==> config.mk <==
export PLATFORM = sky130hd
export DESIGN_NAME = vram_arbiter_flat
export DESIGN_NICKNAME = d
export VERILOG_FILES = /design/src/rtl/vram_arbiter_if.sv /design/src/rtl/vram_arbiter.sv /design/src/flat_wrapper.sv
export SDC_FILE = /design/constraint.sdc
export NUM_CORES = 1
export LEC_CHECK = 0
export BUFFER_PORTS_ARGS = -buffer_cell sky130_fd_sc_hd__buf_2
export CORE_UTILIZATION = 50
export CTS_CLUSTER_DIAMETER = 200
export DETAILED_ROUTE_END_ITERATION = 12
export PLACE_DENSITY = 0.84
export SLEW_MARGIN = 15
export SYNTH_ARGS = -nofsm -noshare
export SYNTH_HDL_FRONTEND = slang
export SYNTH_SLANG_ARGS = --single-unit
==> constraint.sdc <==
create_clock -name clk -period 2.1 [get_ports clk]
set_input_delay 0.315 -clock clk [delete_from_list [all_inputs] [get_ports clk]]
set_output_delay 0.315 -clock clk [all_outputs]
set_load 0.1 [all_outputs]
==> src/rtl/vram_arbiter_if.sv <==
// Bus bundle between the VRAM arbiter, its two requesters and the block memory.
// The slave modport is the arbiter's view; master is the surrounding system's view.
interface vram_arbiter_if #(
    parameter int ADDR_W = 16,
    parameter int DATA_W = 8
);
    logic              blank;
    logic              disp_req;
    logic [ADDR_W-1:0] disp_addr;
    logic              disp_ack;
    logic [DATA_W-1:0] disp_rdata;
    logic              disp_rvalid;
    logic              host_valid;
    logic [ADDR_W-1:0] host_addr;
    logic [DATA_W-1:0] host_data;
    logic              host_ready;
    logic              mem_en;
    logic              mem_we;
    logic [ADDR_W-1:0] mem_addr;
    logic [DATA_W-1:0] mem_wdata;
    logic [DATA_W-1:0] mem_rdata;
    logic [7:0]        starve_events;

    modport slave (
        input  blank, disp_req, disp_addr, host_valid, host_addr, host_data, mem_rdata,
        output disp_ack, disp_rdata, disp_rvalid, host_ready,
               mem_en, mem_we, mem_addr, mem_wdata, starve_events
    );

    modport master (
        output blank, disp_req, disp_addr, host_valid, host_addr, host_data, mem_rdata,
        input  disp_ack, disp_rdata, disp_rvalid, host_ready,
               mem_en, mem_we, mem_addr, mem_wdata, starve_events
    );
endinterface

==> src/rtl/vram_arbiter.sv <==
// Shares one single-port video memory between display reads and FIFO-buffered host writes.
// Display ack-to-rvalid latency is 2 cycles; host_ready drops only when the write FIFO is full.
module vram_arbiter #(
    parameter int ADDR_W       = 16,
    parameter int DATA_W       = 8,
    parameter int FIFO_DEPTH   = 4,
    parameter int STARVE_LIMIT = 64
) (
    input  logic           clk,
    input  logic           rst,
    vram_arbiter_if.slave  bus
);
    localparam int PTR_W = $clog2(FIFO_DEPTH);
    localparam int CNT_W = $clog2(STARVE_LIMIT + 1);

    typedef struct packed {
        logic [ADDR_W-1:0] addr;
        logic [DATA_W-1:0] data;
    } wr_ent_t;

    wr_ent_t           fifo_mem [FIFO_DEPTH];
    logic [PTR_W:0]    wr_ptr;
    logic [PTR_W:0]    rd_ptr;
    logic [CNT_W-1:0]  starve_cnt;
    logic              rd_pend;
    logic              rvalid_q;
    logic [DATA_W-1:0] rdata_q;
    logic [7:0]        events_q;

    logic    fifo_ne;
    logic    fifo_full;
    logic    starved;
    logic    push;
    logic    host_gnt;
    logic    disp_gnt;
    logic    forced;
    wr_ent_t head;

    // Extra pointer MSB distinguishes full from empty when the index bits match.
    assign fifo_ne   = (wr_ptr != rd_ptr);
    assign fifo_full = (wr_ptr[PTR_W] != rd_ptr[PTR_W]) &&
                       (wr_ptr[PTR_W-1:0] == rd_ptr[PTR_W-1:0]);
    assign starved   = (starve_cnt >= CNT_W'(STARVE_LIMIT));
    assign head      = fifo_mem[rd_ptr[PTR_W-1:0]];
    assign push      = bus.host_valid && bus.host_ready;

    always_comb begin
        host_gnt = 1'b0;
        disp_gnt = 1'b0;
        forced   = 1'b0;
        if (!rst) begin
            if (fifo_ne && (!bus.disp_req || bus.blank || starved)) begin
                host_gnt = 1'b1;
                forced   = bus.disp_req && !bus.blank;
            end else if (bus.disp_req) begin
                disp_gnt = 1'b1;
            end
        end
    end

    assign bus.host_ready    = !rst && !fifo_full;
    assign bus.disp_ack      = disp_gnt;
    assign bus.mem_en        = host_gnt || disp_gnt;
    assign bus.mem_we        = host_gnt;
    assign bus.mem_addr      = host_gnt ? head.addr : bus.disp_addr;
    assign bus.mem_wdata     = head.data;
    assign bus.disp_rvalid   = rvalid_q;
    assign bus.disp_rdata    = rdata_q;
    assign bus.starve_events = events_q;

    always_ff @(posedge clk) begin
        if (push)
            fifo_mem[wr_ptr[PTR_W-1:0]] <= wr_ent_t'{bus.host_addr, bus.host_data};
    end

    always_ff @(posedge clk or posedge rst) begin
        if (rst) begin
            wr_ptr     <= '0;
            rd_ptr     <= '0;
            starve_cnt <= '0;
            rd_pend    <= 1'b0;
            rvalid_q   <= 1'b0;
            rdata_q    <= '0;
            events_q   <= '0;
        end else begin
            if (push)
                wr_ptr <= wr_ptr + (PTR_W+1)'(1);
            if (host_gnt)
                rd_ptr <= rd_ptr + (PTR_W+1)'(1);

            if (!fifo_ne || host_gnt)
                starve_cnt <= '0;
            else if (!starved)
                starve_cnt <= starve_cnt + CNT_W'(1);

            if (forced && (events_q != 8'hFF))
                events_q <= events_q + 8'd1;

            // Memory returns data the cycle after the grant; register it once more.
            rd_pend  <= disp_gnt;
            rvalid_q <= rd_pend;
            if (rd_pend)
                rdata_q <= bus.mem_rdata;
        end
    end
endmodule
==> src/flat_wrapper.sv <==
// flat-port wrapper written by rule: the top's interface ports become plain ports
module vram_arbiter_flat 
#(
    parameter int ADDR_W       = 16,
    parameter int DATA_W       = 8,
    parameter int FIFO_DEPTH   = 4,
    parameter int STARVE_LIMIT = 64
)
  (clk, rst, bus_blank, bus_disp_req, bus_disp_addr, bus_host_valid, bus_host_addr, bus_host_data, bus_mem_rdata, bus_disp_ack, bus_disp_rdata, bus_disp_rvalid, bus_host_ready, bus_mem_en, bus_mem_we, bus_mem_addr, bus_mem_wdata, bus_starve_events);
  vram_arbiter_if #(.ADDR_W(ADDR_W), .DATA_W(DATA_W)) bus_i ();
  input  logic clk;
  input  logic rst;
  input wire logic [$bits(bus_i.blank)-1:0] bus_blank;
  input wire logic [$bits(bus_i.disp_req)-1:0] bus_disp_req;
  input wire logic [$bits(bus_i.disp_addr)-1:0] bus_disp_addr;
  input wire logic [$bits(bus_i.host_valid)-1:0] bus_host_valid;
  input wire logic [$bits(bus_i.host_addr)-1:0] bus_host_addr;
  input wire logic [$bits(bus_i.host_data)-1:0] bus_host_data;
  input wire logic [$bits(bus_i.mem_rdata)-1:0] bus_mem_rdata;
  output wire logic [$bits(bus_i.disp_ack)-1:0] bus_disp_ack;
  output wire logic [$bits(bus_i.disp_rdata)-1:0] bus_disp_rdata;
  output wire logic [$bits(bus_i.disp_rvalid)-1:0] bus_disp_rvalid;
  output wire logic [$bits(bus_i.host_ready)-1:0] bus_host_ready;
  output wire logic [$bits(bus_i.mem_en)-1:0] bus_mem_en;
  output wire logic [$bits(bus_i.mem_we)-1:0] bus_mem_we;
  output wire logic [$bits(bus_i.mem_addr)-1:0] bus_mem_addr;
  output wire logic [$bits(bus_i.mem_wdata)-1:0] bus_mem_wdata;
  output wire logic [$bits(bus_i.starve_events)-1:0] bus_starve_events;
  assign bus_i.blank = bus_blank;
  assign bus_i.disp_req = bus_disp_req;
  assign bus_i.disp_addr = bus_disp_addr;
  assign bus_i.host_valid = bus_host_valid;
  assign bus_i.host_addr = bus_host_addr;
  assign bus_i.host_data = bus_host_data;
  assign bus_i.mem_rdata = bus_mem_rdata;
  assign bus_disp_ack = bus_i.disp_ack;
  assign bus_disp_rdata = bus_i.disp_rdata;
  assign bus_disp_rvalid = bus_i.disp_rvalid;
  assign bus_host_ready = bus_i.host_ready;
  assign bus_mem_en = bus_i.mem_en;
  assign bus_mem_we = bus_i.mem_we;
  assign bus_mem_addr = bus_i.mem_addr;
  assign bus_mem_wdata = bus_i.mem_wdata;
  assign bus_starve_events = bus_i.starve_events;
  vram_arbiter #(.ADDR_W(ADDR_W), .DATA_W(DATA_W), .FIFO_DEPTH(FIFO_DEPTH), .STARVE_LIMIT(STARVE_LIMIT)) u_core (.clk(clk), .rst(rst), .bus(bus_i));
endmodule
; ---- After elaboration in Yosys (flattened, before gate mapping)
; Memories as Yosys holds them, arrays and structs flattened.
; Cells that the tools add are included.
[classes]
n_addsub = 4
n_mul = 0
n_div = 0
magnitude_cmp = 1
n_eq_ne = 5
shift = 0
n_mux = 12
bitwise_logic = 0
reduce_logical = 15
[op_table]
columns = op, count
row1 = $mux W16, 1
row2 = $mux W7, 2
row3 = $mux W1, 9
row4 = $add A8 B1 Y8 const B, 1
row5 = $ne A8 B8 Y1 const B, 1
row6 = $add A7 B1 Y7 const B, 1
row7 = $ge A7 B7 Y1 const B, 1
row8 = $add A3 B1 Y3 const B, 2
row9 = $logic_and A1 B1 Y1, 6
row10 = $logic_not A1 Y1, 5
row11 = $logic_or A1 B1 Y1, 4
row12 = $ne A3 B3 Y1, 1
row13 = $eq A2 B2 Y1, 1
row14 = $ne A2 B2 Y1 const B, 1
row15 = $ne A1 B1 Y1, 1
[totals]
regBits = 31
latch_bits = 0
mem_bits_rw = 96
romBits = 0
inputBits = 53
word_cells = 45
memories = 1
[mem_list]
columns = name, depth, word_bits, rd, rd_clocked_by_memory_dff, wr, line_no
row1 = u_core.fifo_mem, 4, 24, 1, 0, 1, vram_arbiter.sv:21  ; wr_ent_t fifo_mem [FIFO_DEPTH];

; ---- Longest topological paths before layout
; Gate-level depths: netlist of the first run.
[logic_depth]
depth_word = 8
mapped_depth = 6

; ---- Worst setup path before layout of the first run
; OpenSTA, ideal clock, no wires.
[synth_timing]
kind = register -> output
start = reg u_core.rd_ptr[0]
end = out bus_host_ready
arrival_ns = 2.360
required_ns = 1.785
path_slack_ns = -0.575
path_stages_with_launch = 4
cell_sequence = dfrtp_1 buf_6 xnor2_1 a31oi_1
[synth_via]
elab_chain_len = 4
[synth_lines]
columns = element, line_no
row1 = start: declaration, vram_arbiter.sv:23  ; logic [PTR_W:0] rd_ptr;
row2 = start signal: assignment, vram_arbiter.sv:89  ; rd_ptr <= rd_ptr + (PTR_W+1)'(1);
row3 = $eq A2 B2 Y1, vram_arbiter.sv:42  ; (wr_ptr[PTR_W-1:0] == rd_ptr[PTR_W-1:0]);
row4 = $logic_and A1 B1 Y1, vram_arbiter.sv:41  ; assign fifo_full = (wr_ptr[PTR_W] != rd_ptr[PTR_W]) &&
row5 = $logic_not A1 Y1, vram_arbiter.sv:61  ; assign bus.host_ready = !rst && !fifo_full;
row6 = $logic_and A1 B1 Y1, vram_arbiter.sv:61
row7 = end: declaration, flat_wrapper.sv:23  ; output wire logic [$bits(bus_i.host_ready)-1:0] bus_host_ready;
; No other way between the ends.

; ---- Final worst setup path of the first run
[layout_timing]
start = reg u_core.rd_ptr[0]
end = out bus_mem_addr[5]
[layout_via]
elab_chain_len = 5
[layout_lines]
columns = element, line_no
row1 = $ne A3 B3 Y1, vram_arbiter.sv:40  ; assign fifo_ne = (wr_ptr != rd_ptr);
row2 = $logic_and A1 B1 Y1, vram_arbiter.sv:52  ; if (fifo_ne && (!bus.disp_req || bus.blank || starved)) begin
row3 = $mux W1, vram_arbiter.sv:52
row4 = $mux W1, vram_arbiter.sv:51  ; if (!rst) begin
row5 = $mux W16 *, vram_arbiter.sv:65  ; assign bus.mem_addr = host_gnt ? head.addr : bus.disp_addr;
row6 = end: declaration, flat_wrapper.sv:26  ; output wire logic [$bits(bus_i.mem_addr)-1:0] bus_mem_addr;
; Every way passes the cells marked *; elsewhere a longest branch is shown, timed or not.

==> impl_metrics.toml, run 1 <==
[synthesis]
synth_mux_area_share_pct = 16.6
synth_fa_ha_area_share_pct = 1.92
synth_simple_gate_area_share_pct = 3.93
yosysSeqAreaShare_pct = 70.2
syn_avg_cell_area_um2 = 19.0
synth.distinct_cells = 36
syn_nets = 335
synth_xor_area_share_pct = 3.36
synth_top_area_share_pct = 55.3
synth_compound_area_share_pct = 1.99
synth_top_family_by_area = "multiplexers"
synth.largest_area_cell = "edfxtp_1"
ys_top_cells_by_area = "edfxtp_1 (55%), dfrtp_1 (15%), mux4_2 (8.2%)"
synth.ff_latch_count = 127
synth-warning-count = 0
synthCells = 274
synth_area_um2 = 5220

[die]
dieHeight_um = 104
coreArea_um2 = 9950
start_util_pct = 52.4
io_pins = 98
rows = 36
die_area_um2 = 10800
die_w_um = 104

[global_route]
grt_max_degree = 28
grt_pass1_vias = 3315
grt_overflow_total = 0
grt_usage_pct = 23.2
antenna_found_initial = 0
grt_pass1_wl_mm = 18.3

[timing]
fmax_ghz = 0.382
hold_viol = 0
setup_slack_ns = -0.518
worst_pin_slew_ns = 0.568
rsz0062_at_grt = "true"
period_share_pct = 125
maxSlewViolCount = 0
slew_headroom_pct = 61.9
setup_viol = 27
fin_crit_ns = 2.62
fin_skew_ns = 0.00883

[clocking]
htree_levels = 4
cts_tree = "done"
clock_path_buffers = 2
ctsRootBufferMaster = "clkbuf_8"
cts_made_buffers = 17
clock_sinks = 127
clk_latency_ns = 0.52
clkSlewWorstSetupHoldPaths_ns = 0.06

[drt]
first_iter_violations = 289
route.detailed.drc = 0
drt-pass1-iter-count = 4
viasPerCell = 5.53
ant_nets = 0
wl_per_cell_um = 21.9
routed_wl_mm = 12.5
vias = 3149

[layout]
layout_common_cells = "edfxtp_1 (96), buf_2 (69), buf_12 (36), buf_4 (24), dfrtp_1 (24)"
drive_gt1_share_pct = 56.2
area_delta_synth_final_pct = 43.8
ff_latch_area_um2 = 3670
stdcell_area_um2 = 7500
fin_util_pct = 75.3
nNetsFinal = 485
multi_input_area_um2 = 1670
diodes = 0
fin_cells = 569
final_common_cell = "edfxtp_1"
n_fill_cell = 520

[hold_path]
hp-class = "in2reg"
min_path_cells = 1

[job]
cap_viol_max_count = 0

[worst_setup_path]
crit_fanout = 5
arrival_ns = 2.30
r2r_cells = 6
cp-start-kind = "register"
cp.required_ns = 1.78
critPathKind = "reg2out"
endpoint_kind = "output port"

[pwr]
power_leakage_nw = 2.98
powerDensity_nw_per_um2 = 1740
internal-power_mw = 7.64
p_clk_share_pct = 22.3
switching_share_pct = 41.5
combPwrFrac_pct = 52.0
switching_power_mw = 5.43
vdd_ir_drop_max_mv = 1.50
p_seq_share_pct = 25.7

[placed_design]
place_area_um2 = 6320
place.gp.congestion = 0.733
portBuffers = 97
post-place-ws_ns = -0.0379
dp_hpwl_mm = 6.46
dp.cells = 523

[outcome]
violations = "setup timing"
status = "complete, but fails checks"
[worst max-delay path, cell delays in order, from the launching register on]
cell,delay [ns]
dfrtp_2,0.46
xnor2_4,0.16
a311oi_4,0.34
buf_6,0.18
buf_12,0.13
mux2_4,0.34
buf_12,0.17
[synthesized netlist by cell type]
library cell and n:
edfxtp_1 96, dfrtp_1 31, mux2_2 25, mux4_2 19
nor2_1 13, xor2_1 12, ha_1 8, xnor2_1 8
buf_6 6, inv_1 6, mux4_1 5, nand2_1 5
nor3_1 4, o21ai_0 4, and2_1 3, and3_1 3
clkbuf_1 3, nand3_1 3, a31oi_1 2, nand4_1 2
a21boi_0 1, a311oi_2 1, and2_4 1, and3b_1 1
and4bb_2 1, buf_2 1, mux2_4 1, mux2i_1 1
nand4b_1 1, nor2b_1 1, nor3b_1 1, o21ai_1 1
o21bai_1 1, o311a_2 1, o311ai_1 1, o311ai_2 1
[final timing paths]
| kind | from | to | slack (ns) |
|---|---|---|---|
| min in group asynchronous | rst | u_core.wr_ptr[2] | 0.04 |
| max reg2reg | u_core.rd_ptr[1] | u_core.fifo_mem[1][22] | 0.04 |
| max in group asynchronous | rst | u_core.bus.starve_events[3] | 1.77 |
| min reg2reg | u_core.bus.disp_rdata[3] | u_core.bus.disp_rdata[3] | 0.50 |
| max | u_core.rd_ptr[0] | bus_mem_addr[5] | -0.52 |
| min | bus_host_data[7] | u_core.fifo_mem[3][7] | 0.01 |
[routing by layer]
metal / track usage (%) / vias up / share of wire (%)
met5: 0 / - / 0
met3: 6.20 / 18 / 5.0
met2: 39.5 / 139 / 54
met4: 9.18 / 0 / 2.1
met1: 28.1 / 1610 / 39
li1: - / 1382 / -
[layout make-up]
class                      count  share of cell area, %
tap                          133                   2.22
inverter                       6                  0.350
timing repair buffer         140                   18.5
clock inverter                13                   2.20
multi-input combinational    132                   22.2
clock buffer                  18                   5.57
sequential                   127                   48.9
[stage by stage]
step                      hold WS [ns]   TNS, ns  power [mW]
after floorplan                  0.244    -0.604        7.31
after global placement           0.480  -0.00331        8.74
after detailed placement         0.490    -0.337        8.84
after CTS                      0.00104    -10.39        12.7
after global routing           0.00416    -12.21        13.4
final                           0.0108    -10.46        13.1
[power groups by stage]
| stage | Combinational [mW] | Sequential [mW] | Clock, mW |
|---|---|---|---|
| finish | 6.79 | 3.36 | 2.91 |
| global route | 7.01 | 3.39 | 3.04 |
| CTS | 6.49 | 3.33 | 2.91 |
| detailed placement | 5.49 | 3.35 | 0 |
| global placement | 5.42 | 3.32 | 0 |
| floorplan | 3.41 | 3.90 | 0 |
[cell families after synthesis]
| logic type | after synthesis |
|---|---|
| mux | 51 |
| buf+inv | 16 |
| simple gates | 39 |
| flops | 127 |
| fa+ha+maj | 8 |
| compound gates | 13 |
| xor+xnor | 20 |
[state kept, by name, summed over array words and instances, names as in the netlist]
| register | flops |
|---|---|
| u_core.rd_ptr | 3 |
| u_core.bus.disp_rdata | 8 |
| u_core.starve_cnt | 7 |
| u_core.wr_ptr | 3 |
| u_core.bus.starve_events | 8 |
| u_core.bus.disp_rvalid | 1 |
| u_core.rd_pend | 1 |
| u_core.fifo_mem | 96 |
[repair_timing]
| action | CTS | global route |
|---|---|---|
| hold endpoints to repair | 4 | 0 |
| gates cloned | 1 | 2 |
| hold buffers | 1 | 0 |
| pin swaps | 3 | 9 |
| buffers inserted | 8 | 8 |
| resized for setup | 102 | 20 |
| endpoints found under the setup margin | 108 | 125 |
Power figures use the tool's default switching activity.
==> run 2: changes to the inputs <==
--- a/config.mk
+++ b/config.mk
@@ -6,10 +6,10 @@
 export NUM_CORES = 1
 export LEC_CHECK = 0
 export BUFFER_PORTS_ARGS = -buffer_cell sky130_fd_sc_hd__buf_2
-export CORE_UTILIZATION = 50
+export CORE_UTILIZATION = 55
 export CTS_CLUSTER_DIAMETER = 200
 export DETAILED_ROUTE_END_ITERATION = 12
-export PLACE_DENSITY = 0.84
+export PLACE_DENSITY = 0.87
 export SLEW_MARGIN = 15
 export SYNTH_ARGS = -nofsm -noshare
 export SYNTH_HDL_FRONTEND = slang
==> constraint.sdc (replaced) <==
create_clock -name clk -period 2.9 [get_ports clk]
set_input_delay 0.435 -clock clk [delete_from_list [all_inputs] [get_ports clk]]
set_output_delay 0.435 -clock clk [all_outputs]
set_load 0.1 [all_outputs]
==> run 2 against run 1 <==
The flow now finishes without violations. Combinational power decreased by 50%. Utilization decreased by 4.9 points. Wire length decreased by 24%. Clock-buffer cell count decreased by 1. Die area decreased by 8.9%. Critical endpoint is now bus_mem_addr[2].
==> impl_metrics.toml, run 2 (synthesis gave the netlist of run 1 again) <==
[hold_path]
hp-class = "in2async"

[layout]
diodes = 0
area_delta_synth_final_pct = 24.1
n_fill_cell = 571
final_common_cell = "edfxtp_1"
nNetsFinal = 450
ff_latch_area_um2 = 3660
fin_util_pct = 70.4
largest_register_ffs = 96
multi_input_area_um2 = 1470
layout_common_cells = "edfxtp_1 (96), buf_2 (85), dfrtp_1 (30), mux2_2 (25), mux4_2 (19)"
drive_gt1_share_pct = 47.1
stdcell_area_um2 = 6470

[pwr]
combPwrFrac_pct = 43.9
p_clk_share_pct = 25.1
internal-power_mw = 4.30
vdd_ir_drop_max_mv = 0.763
powerDensity_nw_per_um2 = 1190
power_leakage_nw = 2.56
total_power_mw = 7.73
p_seq_share_pct = 31.0
switching_power_mw = 3.43
switching_share_pct = 44.4

[timing]
maxSlewViolCount = 0
fmax_ghz = 0.353
fin_crit_ns = 2.83
setup_tns_ns = 0
setup_slack_ns = 0.0686
slew_headroom_pct = 67.1
fin_skew_ns = 0.00732
setup_viol = 0
rsz0062_at_grt = "false"
worst_pin_slew_ns = 0.497
period_share_pct = 97.6
hold_viol = 0

[clocking]
ctsRootBufferMaster = "clkbuf_8"
clock_path_buffers = 2
cts_made_buffers = 17
cts_tree = "done"
postCtsHoldBufs = 0
clock_sinks = 127
clkSlewWorstSetupHoldPaths_ns = 0.06
clk_latency_ns = 0.51
htree_levels = 4

[drt]
first_iter_violations = 132
ant_nets = 0
viasPerCell = 5.53
drt-pass1-iter-count = 4
wl_per_cell_um = 18.6
route.detailed.drc = 0
vias = 2831
routed_wl_mm = 9.50

[worst_setup_path]
cp-start-kind = "register"
critPathKind = "reg2out"
cp.required_ns = 2.47
endpoint_kind = "output port"
arrival_ns = 2.40
crit_fanout = 7

[global_route]
grt_pass1_wl_mm = 14.6
grt_max_degree = 33
grt_overflow_total = 0
antenna_found_initial = 0
grt_usage_pct = 20.5
grt_pass1_vias = 2812

[placed_design]
post-place-ws_ns = 0.484
dp_hpwl_mm = 5.85
place.gp.congestion = 0.718
place_area_um2 = 5890
portBuffers = 97

[die]
die_area_um2 = 9880
rows = 35
coreArea_um2 = 9200
die_w_um = 99.4
dieHeight_um = 99.4
start_util_pct = 56.7
io_pins = 98

[job]
cap_viol_max_count = 0

[outcome]
status = "complete, no violations"
run 2: cell count changes in the layout (fill, tap and decap cells not counted), sizes merged:
cell,change
inv,+4
buf,-38
clkinv,+2
dlygate4sd3,-1
clkinvlp,-3
bufinv,-2
clkbuf,+4
and2,-1
run 2: what timing repair did:
item	CTS	global route
gates resized for setup	1	13
setup buffers	0	1
endpoints found under the hold margin	0	0
setup endpoints to repair	12	16
run 2: path summary, 6_finish.rpt:
path                                           from  cells past startpoint  slack (ns)                  endpoint
min in group clk                   bus_host_addr[3]                      1        0.13    u_core.fifo_mem[3][11]
max in group asynchronous                       rst                      3        2.49          u_core.rd_ptr[0]
min                                             rst                      3        0.11          u_core.rd_ptr[1]
max                                u_core.rd_ptr[2]                      5        0.07           bus_mem_addr[2]
min reg2reg                u_core.bus.disp_rdata[1]                      1        0.50  u_core.bus.disp_rdata[1]
max reg2reg                        u_core.rd_ptr[1]                      5        0.70     u_core.fifo_mem[0][0]
run 2: layout make-up:
| cell class | instances | area share [%] |
|---|---|---|
| Clock inverter | 14 | 2.07 |
| Timing Repair Buffer | 106 | 9.84 |
| Sequential cell | 127 | 56.5 |
| Tap cell | 111 | 2.15 |
| Multi-Input combinational cell | 131 | 22.7 |
| Clock buffer | 17 | 6.40 |
| Inverter | 6 | 0.348 |
run 2: per-layer routing:
metal	global-route usage (%)	wire [um]	vias up
met5	0	0	-
met4	8.03	113	0
met3	6.75	571	12
met2	33.4	4790	122
met1	25.8	4020	1390
li1	-	-	1307
run 2: stage by stage:
stage                     hold slack, ns  instances
after detailed placement           0.491        480
final                              0.108        512
after CTS                         0.0977        511
after global placement             0.483        480
after global routing               0.105        512
after floorplan                    0.352        274
run 2: power groups by stage:
| stage | Sequential (mW) | Combinational, mW | Clock, mW |
|---|---|---|---|
| floorplan | 2.82 | 2.42 | 0 |
| global placement | 2.41 | 3.34 | 0 |
| detailed placement | 2.44 | 3.36 | 0 |
| CTS | 2.40 | 3.40 | 1.97 |
| global route | 2.43 | 3.54 | 2.06 |
| finish | 2.40 | 3.40 | 1.94 |
run 2: critical path: stages (launching register included):
cell      delay, ns
dfrtp_1        0.42
xnor2_1        0.22
a311oi_4       0.37
buf_4          0.24
mux2_2         0.34
buf_2          0.29
==> run 3: changes to the inputs <==
--- a/config.mk
+++ b/config.mk
@@ -5,6 +5,7 @@
 export SDC_FILE = /design/constraint.sdc
 export NUM_CORES = 1
 export LEC_CHECK = 0
+export ABC_AREA = 0
 export BUFFER_PORTS_ARGS = -buffer_cell sky130_fd_sc_hd__buf_2
 export CORE_UTILIZATION = 55
 export CTS_CLUSTER_DIAMETER = 200
==> constraint.sdc (replaced) <==
create_clock -name clk -period 2.9 [get_ports clk]
set_input_delay 0.435 -clock clk [delete_from_list [all_inputs] [get_ports clk]]
set_output_delay 0.435 -clock clk [all_outputs]
set_load 0.01 [all_outputs]
==> run 3 against run 2 <==
Global-route usage fell by 0.40 points. Design area fell by 1.7%. Non-clock buffer count stayed put. Wire length decreased by 3.5%. Highest routed layer unchanged.
==> impl_metrics.toml, run 3 (synthesis gave the netlist of run 1 again) <==
[timing]
fin_crit_ns = 2.79
setup_viol = 0
slew_headroom_pct = 60.9
hold_viol = 0
fin_skew_ns = 0.00838
hold_ws_ns = 0.0878
worst_pin_slew_ns = 0.587
maxSlewViolCount = 0
rsz0062_at_grt = "false"
period_share_pct = 96.1
fmax_ghz = 0.359
setup_tns_ns = 0

[die]
die_w_um = 99.4
coreArea_um2 = 9200
start_util_pct = 56.7
dieHeight_um = 99.4
io_pins = 98
rows = 35
die_area_um2 = 9880

[pwr]
vdd_ir_drop_max_mv = 0.643
internal-power_mw = 4.14
powerDensity_nw_per_um2 = 933
p_seq_share_pct = 40.5
switching_power_mw = 1.80
combPwrFrac_pct = 28.2
power_leakage_nw = 2.52
total_power_mw = 5.94
p_clk_share_pct = 31.3
switching_share_pct = 30.4

[layout]
fin_util_pct = 69.2
nNetsFinal = 450
layout_common_cells = "buf_2 (97), edfxtp_1 (96), dfrtp_1 (30), mux2_2 (25), mux4_2 (19)"
stdcell_area_um2 = 6360
n_fill_cell = 595
drive_gt1_share_pct = 46.8
largest_register_ffs = 96
area_delta_synth_final_pct = 22.0
final_common_cell = "buf_2"

[worst_setup_path]
cp.required_ns = 2.47
arrival_ns = 2.35
endpoint_kind = "output port"
critPathMaxStageDelay_ns = 0.45
reg2reg_from = "u_core.rd_ptr[2]"
crit_path_cell_trace = "xnor2_1, a311oi_4, buf_4, mux2_2, buf_2"
r2r_setup_slack_ns = 0.64
critPathKind = "reg2out"
cp-start-kind = "register"
cp_slowest_cell = "dfrtp_1"
crit_fanout = 20
crit_start = "u_core.wr_ptr[0]"
rr_endpoint = "u_core.fifo_mem[1][18]"
r2r_cells = 4

[clocking]
clk_latency_ns = 0.53
cts_tree = "done"
clock_path_buffers = 2
post_cts_resized = 0
postCtsHoldBufs = 0
postCtsSetupRepairBufs = 0
ctsRootBufferMaster = "clkbuf_8"
clock_sinks = 127
cts_made_buffers = 17
htree_levels = 4
clkSlewWorstSetupHoldPaths_ns = 0.06

[placed_design]
place_area_um2 = 5840
portBuffers = 97
dp_hpwl_mm = 6.02
place.gp.congestion = 0.748

[drt]
vias = 2869
route.detailed.drc = 0
ant_nets = 0
wl_per_cell_um = 17.8
routed_wl_mm = 9.17
drt-pass1-iter-count = 4
viasPerCell = 5.58
first_iter_violations = 150

[job]
cap_viol_max_count = 0

[global_route]
grt_pass1_wl_mm = 14.2
grt_pass1_vias = 2865
antenna_found_initial = 1
grt_overflow_total = 0
grt_max_degree = 33
grt_usage_pct = 20.1

[hold_path]
hp-class = "in2async"

[outcome]
status = "complete, no violations"
run 3: cell count changes in the layout (fill, tap and decap cells not counted), sizes merged:
cell    delta
buf        +6
clkbuf     -6
inv        +1
clkinv     +1
bufinv     -1
diode      +1
run 3: power groups by stage:
stage	Clock, mW	Sequential, mW	Combinational, mW
after floorplan	0	2.42	1.20
after global placement	0	2.42	1.66
after detailed placement	0	2.44	1.69
after CTS	1.89	2.41	1.71
after global routing	1.96	2.43	1.83
final	1.86	2.40	1.68
run 3: worst max path at each step:
stage	slack, ns	end	cells after the start
finish	0.11	bus_mem_addr[13]	5
global route	0.02	bus_mem_addr[6]	5
CTS	0.07	bus_mem_addr[13]	5
detailed placement	0.59	bus_mem_addr[13]	6
global placement	0.64	bus_mem_addr[9]	6
floorplan	0.37	u_core.fifo_mem[0][0]	3
run 3: worst max-delay path: cells and delay by family, from the launching register on:
kind	cells	cell delay, ns
buf+inv	2	0.49
flops	1	0.45
mux	1	0.38
compound gates	1	0.27
xor+xnor	1	0.23
run 3: final cells by class:
type | instances | area (um2) | share of cell area, %
diodes | 1 | 2.50 | 0.0393
clock buffers | 17 | 414 | 6.51
clock inverters | 15 | 111 | 1.75
inverters | 6 | 22.5 | 0.354
multi-input cells | 131 | 1460 | 23.0
flip-flops and latches | 127 | 3660 | 57.5
well taps | 111 | 139 | 2.18
repair buffers | 106 | 553 | 8.69
run 3: per-layer routing:
layer / up-vias / share of wire, % / wire length [um] / GRT usage [%]
met2: 123 / 50 / 4610 / 32.5
li1: 1312 / - / - / -
met4: 0 / 1.5 / 139 / 8.71
met5: - / 0 / 0 / 0
met1: 1420 / 41 / 3760 / 24.0
met3: 14 / 7.2 / 660 / 8.15
run 3: metrics by stage:
step | setup WS [ns] | cells
CTS | 0.0675 | 513
floorplan | 0.368 | 274
detailed placement | 0.594 | 481
global placement | 0.644 | 481
global route | 0.0203 | 513
finish | 0.114 | 514
